<file path="src/rtl/edge_event_arbiter_if.sv">
// Event-collector bus: board-side inputs, sample tick, consumer handshake and status flags.
// The master modport is the arbiter; the slave modport is the surrounding logic/consumer.
interface edge_event_arbiter_if #(
    parameter int N  = 4,
    parameter int IW = 2
);
    logic          tick;
    logic [N-1:0]  in;
    logic          ev_valid;
    logic [IW-1:0] ev_id;
    logic          ev_ready;
    logic [N-1:0]  pend;
    logic [N-1:0]  ovf;
    logic          ovf_clr;

    modport master (
        input  tick, in, ev_ready, ovf_clr,
        output ev_valid, ev_id, pend, ovf
    );

    modport slave (
        output tick, in, ev_ready, ovf_clr,
        input  ev_valid, ev_id, pend, ovf
    );
endinterface

</file>
<file path="src/rtl/edge_event_arbiter.sv">
// Rising-edge event collector: synchronize, tick-sample and edge-detect N inputs, latch
// pending events and hand them one at a time to a single consumer with round-robin fairness.
module edge_event_arbiter #(
    parameter int N  = 4,
    parameter int IW = 2
) (
    input  logic                  clk,
    input  logic                  rst,
    edge_event_arbiter_if.master  bus
);
    localparam int unsigned NU = N;

    typedef enum logic {IDLE, OFFER} state_t;

    state_t        st, st_nx;
    logic [N-1:0]  s1, s2, smp;
    logic [N-1:0]  pend, pend_nx, ovf, ovf_nx;
    logic [N-1:0]  edg, acc;
    logic [IW-1:0] lg, lg_nx, id, id_nx, win;
    logic          valid, valid_nx, any;

    always_ff @(posedge clk or posedge rst) begin
        if (rst) begin
            s1   <= '0;
            s2   <= '0;
            smp  <= '0;
            pend <= '0;
            ovf  <= '0;
        end else begin
            s1   <= bus.in;
            s2   <= s1;
            if (bus.tick) smp <= s2;
            pend <= pend_nx;
            ovf  <= ovf_nx;
        end
    end

    // An edge landing on the accepted channel re-arms pend instead of overflowing.
    always_comb begin
        edg = {N{bus.tick}} & s2 & ~smp;
        acc = '0;
        for (int unsigned i = 0; i < NU; i++) begin
            acc[i] = valid & bus.ev_ready & (id == IW'(i));
        end
        pend_nx = edg | (pend & ~acc);
        ovf_nx  = (edg & ~acc & pend) | (ovf & ~{N{bus.ovf_clr}});
    end

    always_comb begin
        int unsigned idx;
        idx = 0;
        win = '0;
        any = 1'b0;
        for (int unsigned k = 0; k < NU; k++) begin
            idx = (32'(lg) + 32'd1 + k) % NU;
            if (!any && pend[idx]) begin
                any = 1'b1;
                win = IW'(idx);
            end
        end
    end

    always_ff @(posedge clk or posedge rst) begin
        if (rst) begin
            st    <= IDLE;
            valid <= 1'b0;
            id    <= '0;
            lg    <= IW'(N - 1);
        end else begin
            st    <= st_nx;
            valid <= valid_nx;
            id    <= id_nx;
            lg    <= lg_nx;
        end
    end

    always_comb begin
        st_nx    = st;
        valid_nx = valid;
        id_nx    = id;
        lg_nx    = lg;
        case (st)
            IDLE: begin
                if (any) begin
                    id_nx    = win;
                    valid_nx = 1'b1;
                    st_nx    = OFFER;
                end
            end
            OFFER: begin
                if (bus.ev_ready) begin
                    lg_nx    = id;
                    valid_nx = 1'b0;
                    st_nx    = IDLE;
                end
            end
            default: begin
                st_nx    = IDLE;
                valid_nx = 1'b0;
            end
        endcase
    end

    assign bus.ev_valid = valid;
    assign bus.ev_id    = id;
    assign bus.pend     = pend;
    assign bus.ovf      = ovf;
endmodule

</file>
<file path="src/flat_wrapper.sv">
// flat-port wrapper written by rule: the top's interface ports become plain ports
module edge_event_arbiter_flat 
#(
    parameter int N  = 4,
    parameter int IW = 2
)
  (clk, rst, bus_tick, bus_in, bus_ev_ready, bus_ovf_clr, bus_ev_valid, bus_ev_id, bus_pend, bus_ovf);
  edge_event_arbiter_if #(.N(N), .IW(IW)) bus_i ();
  input  logic clk;
  input  logic rst;
  input wire logic [$bits(bus_i.tick)-1:0] bus_tick;
  input wire logic [$bits(bus_i.in)-1:0] bus_in;
  input wire logic [$bits(bus_i.ev_ready)-1:0] bus_ev_ready;
  input wire logic [$bits(bus_i.ovf_clr)-1:0] bus_ovf_clr;
  output wire logic [$bits(bus_i.ev_valid)-1:0] bus_ev_valid;
  output wire logic [$bits(bus_i.ev_id)-1:0] bus_ev_id;
  output wire logic [$bits(bus_i.pend)-1:0] bus_pend;
  output wire logic [$bits(bus_i.ovf)-1:0] bus_ovf;
  assign bus_i.tick = bus_tick;
  assign bus_i.in = bus_in;
  assign bus_i.ev_ready = bus_ev_ready;
  assign bus_i.ovf_clr = bus_ovf_clr;
  assign bus_ev_valid = bus_i.ev_valid;
  assign bus_ev_id = bus_i.ev_id;
  assign bus_pend = bus_i.pend;
  assign bus_ovf = bus_i.ovf;
  edge_event_arbiter #(.N(N), .IW(IW)) u_core (.clk(clk), .rst(rst), .bus(bus_i));
endmodule
</file>
<file path="config.mk">
export PLATFORM = sky130hd
export DESIGN_NAME = edge_event_arbiter_flat
export DESIGN_NICKNAME = d
export VERILOG_FILES = /design/src/rtl/edge_event_arbiter_if.sv /design/src/rtl/edge_event_arbiter.sv /design/src/flat_wrapper.sv
export SDC_FILE = /design/constraint.sdc
export NUM_CORES = 1
export LEC_CHECK = 0
export CAP_MARGIN = 20
export CORE_AREA = 3 3 50 52
export DETAILED_ROUTE_END_ITERATION = 6
export DIE_AREA = 0 0 53 55
export GPL_TIMING_DRIVEN = 0
export HOLD_SLACK_MARGIN = 0.02
export PLACE_DENSITY = 0.79
export SLEW_MARGIN = 10
export SYNTH_ARGS = -nofsm -noshare
export SYNTH_HDL_FRONTEND = slang
export SYNTH_SLANG_ARGS = --single-unit
</file>
<file path="constraint.sdc">
create_clock -name clk -period 3.6 [get_ports clk]
set_input_delay 0.54 -clock clk [delete_from_list [all_inputs] [get_ports clk]]
set_output_delay 0.54 -clock clk [all_outputs]
set_load 0.05 [all_outputs]
</file>
==> metrics.md <==
| Metric | Value |
|---|---|
| Status | `complete, no violations` |
| Hold_ws | `0.365 ns` |
| Final Setup Violations | `0` |
| Reg-to-reg endpoint | `u_core.bus.ev_id[0]$_DFFE_PP0P_` |
| Die Y | `55 microns` |
| Initial DRT Pass Iterations | `4` |
| Worst setup path endpoint | `bus_pend[3]` |
| Core area | `2150 sq um` |
| Critical path capture point type | `primary output` |
| Static Leak | `0.546 nW` |
| Peak VDD IR | `0.406 mV` |
| First-pass GRT wire length | `2.94 mm` |
| Tcrit/Tclk final | `61.7%` |
| Setup Skew | `0.00237 ns` |
| PortBufs | `19` |
| Hold WC Path Type | `flip-flop to flip-flop` |
| Clock share of power | `13.7%` |
| Max incr delay on CP | `0.85 ns` |
| Setup TNS Final | `0 ns` |
| Highest clock rate | `450 MHz` |
| Top cell type's share of synthesized area | `59.3%` |
| H-tree depth | `1` |
| R2R setup slack | `2.27 ns` |
| Delay-heaviest family, CP | `buffers and inverters` |
| CP startpoint | `u_core.bus.pend[3]$_DFF_PP0_` |
| R2r worst-path depth | `5` |
| Post-synth top cells | `dfrtp_1, o21ai_0, inv_1, nand2_1, nor2_1` |
| Layout cell share with drive strength beyond 1 | `9.01%` |
| Via count of the first global-routing pass | `677` |
| Largest net degree at the start of global routing | `27` |
| RSZ-0062 raised after global routing | `no` |
| Clk buf depth | `2` |
| Die area | `2920 sq um` |
| Dpl cells | `135` |
| CTS Sinks | `26` |
| Reg2reg start | `u_core.lg[0]$_DFFE_PP1P_` |
| Initial antenna violation count | `0` |
| Final instance area | `1270 sq um` |
| Critical path peak fanout | `9` |
| Final Critical Period | `2.22 ns` |
| Pwr per Cell Area | `814 nW/um^2` |
| Std-Cell Rows | `17` |
| Critical setup path kind | `flip-flop to primary output` |
| Area grow syn2layout | `25.8%` |
| Total Routing Usage GR | `14.1%` |
| Comb pwr share | `44.3%` |
| Cell Area, Placed | `1240 sq um` |
| Yosys reg bits | `26` |
| Initial core utilization | `47.2%` |
| Yosys cell types | `23` |
| Fin worst setup slack | `1.38 ns` |
| Via/cell ratio | `5.11` |
| CTS-repair resized insts | `0` |
| DRT iter0 DRCs | `11` |
| Remaining global-route overflow | `0` |
| Worst-path clk slew | `0.13 ns` |
| Root buf cell | `clkbuf_4` |
| Most area-consuming cells after synthesis | `dfrtp_1, o21ai_0, dfstp_2` |
| Arrival @ worst endpoint | `1.68 ns` |
| Die X | `53 microns` |
| Drt wl/cell | `12.6 microns` |
| Stages on worst setup path | `1` |
| Buf/Inv on CP | `1` |
| Slew HR | `38.0%` |
| Sw Ratio | `41.7%` |
| Io pins | `20` |
| Reg power frac | `42.0%` |
| Post-Layout Cell Count | `139` |
| Register area share after synthesis | `64.4%` |
| Setup crit start kind | `flip-flop` |
| Primary FF master, synth | `dfrtp_1` |
| RD Place Congestion | `0.747` |
| Place WS | `1.73 ns` |
| Post-synth net total | `97` |
| Slew @ Worst Pin | `0.929 ns` |
| Synthesized area | `1010 sq um` |
| # nets final | `121` |
| Post-synth EDFFs | `0` |
| Hpwl dp | `1.30 mm` |
| CTS Hold Buffers Added | `0` |
| Syn Inst Count | `88` |
| Largest area contributor in the netlist | `dfrtp_1` |
| Post-CTS Setup Bufs | `0` |
| Antenna diodes | `0` |
| Worst path slowest cell | `clkdlybuf4s50_1` |
| Final wirelength | `1.76 mm` |
| CP Cell Sequence | `clkdlybuf4s50_1` |
| CTS tree | `yes` |
| CTS Buf Count | `3` |
| Max Cap Viol | `0` |
| Detail Route Antenna Nets | `0` |
| Most common cell in the netlist | `dfrtp_1` |
| CP Data Required Time | `3.06 ns` |
| Pint | `605 uW` |
| Skew-Pair Late Insertion Delay | `0.31 ns` |
| # DRC | `0` |
| Async SR Flop Fraction | `100%` |
| Total number of vias | `710` |
| Mean Syn Cell Area | `11.5 sq um` |
| Psw | `432 uW` |
| Final hold viol count | `0` |
| Synth Warn # | `0` |
| Final Max Slew Viols | `0` |
## state kept, by name (all words and copies together) (netlist names)
signal and cells:
u_core.s1 4, u_core.lg 2, u_core.bus.ev_id 2, u_core.s2 4, u_core.bus.pend 4, u_core.smp 4, u_core.bus.ev_valid 1, u_core.st 1
u_core.bus.ovf 4
## cells by family (layout without fill, tap and decap cells)
kind of cell / Yosys count / in the layout / share of synthesized area, %
xor+xnor: 1 / 1 / 0.864
flops: 26 / 26 / 64.4
compound gates: 24 / 24 / 14.1
buf+inv: 11 / 34 / 5.56
simple gates: 22 / 22 / 10.9
mux: 4 / 4 / 4.20
## per-layer routing
layer  vias up  global-route usage [%]  part of all wire (%)
met5         -                       0                     0
met1       338                    18.0                    44
met4         0                    6.81                   1.4
li1        346                       -                     -
met3         3                    2.95                   5.8
met2        23                    22.9                    49
## through the flow
stage / util [%] / power, mW
finish: 59.3 / 1.04
CTS: 59.3 / 1.05
global route: 59.3 / 1.11
floorplan: - / 0.756
global placement: 57.7 / 0.889
detailed placement: 57.7 / 0.904
## cells in the final DEF (no fill, tap or decap)
master            n
buf_6             2
a31oi_1           2
a21oi_1           3
o21ai_1           1
mux2i_1           2
inv_1             9
nor4_1            1
or3b_1            1
dfstp_2           2
clkdlybuf4s50_1  19
a221o_1           1
nand3_1           2
nand2b_1          1
xnor2_1           1
mux2_2            2
clkbuf_8          1
or2b_1            1
a21o_1            1
nor2_1            4
nand2_1           9
dfrtp_1          24
o22ai_1           1
o21ai_0          12
nand3b_1          3
clkbuf_4          3
o32ai_1           3
## worst min path at each step
stage                     cells after the start                endpoint                   start
after floorplan                               0  u_core.s2[0]$_DFF_PP0_  u_core.s1[0]$_DFF_PP0_
after CTS                                     0  u_core.s2[0]$_DFF_PP0_  u_core.s1[0]$_DFF_PP0_
after global placement                        0  u_core.s2[0]$_DFF_PP0_  u_core.s1[0]$_DFF_PP0_
after detailed placement                      0  u_core.s2[0]$_DFF_PP0_  u_core.s1[0]$_DFF_PP0_
final                                         0  u_core.s2[0]$_DFF_PP0_  u_core.s1[0]$_DFF_PP0_
after global routing                          0  u_core.s2[3]$_DFF_PP0_  u_core.s1[3]$_DFF_PP0_
## power groups by stage
| stage | clock network [mW] | registers (mW) | logic [mW] |
|---|---|---|---|
| final | 0.142 | 0.436 | 0.460 |
| after global routing | 0.165 | 0.447 | 0.497 |
| after CTS | 0.147 | 0.435 | 0.465 |
| after detailed placement | 0 | 0.441 | 0.463 |
| after global placement | 0 | 0.435 | 0.453 |
| after floorplan | 0 | 0.582 | 0.174 |
## final cells by class
type,count,area (sq um)
Fill cell,192,873
Sequential cell,26,653
Multi-Input combinational cell,51,304
Timing Repair Buffer,19,190
Clock buffer,4,36.3
Tap cell,28,35.0
Inverter,9,33.8
Buffer,2,22.5
No activity file was read; power rests on OpenSTA's default activity.
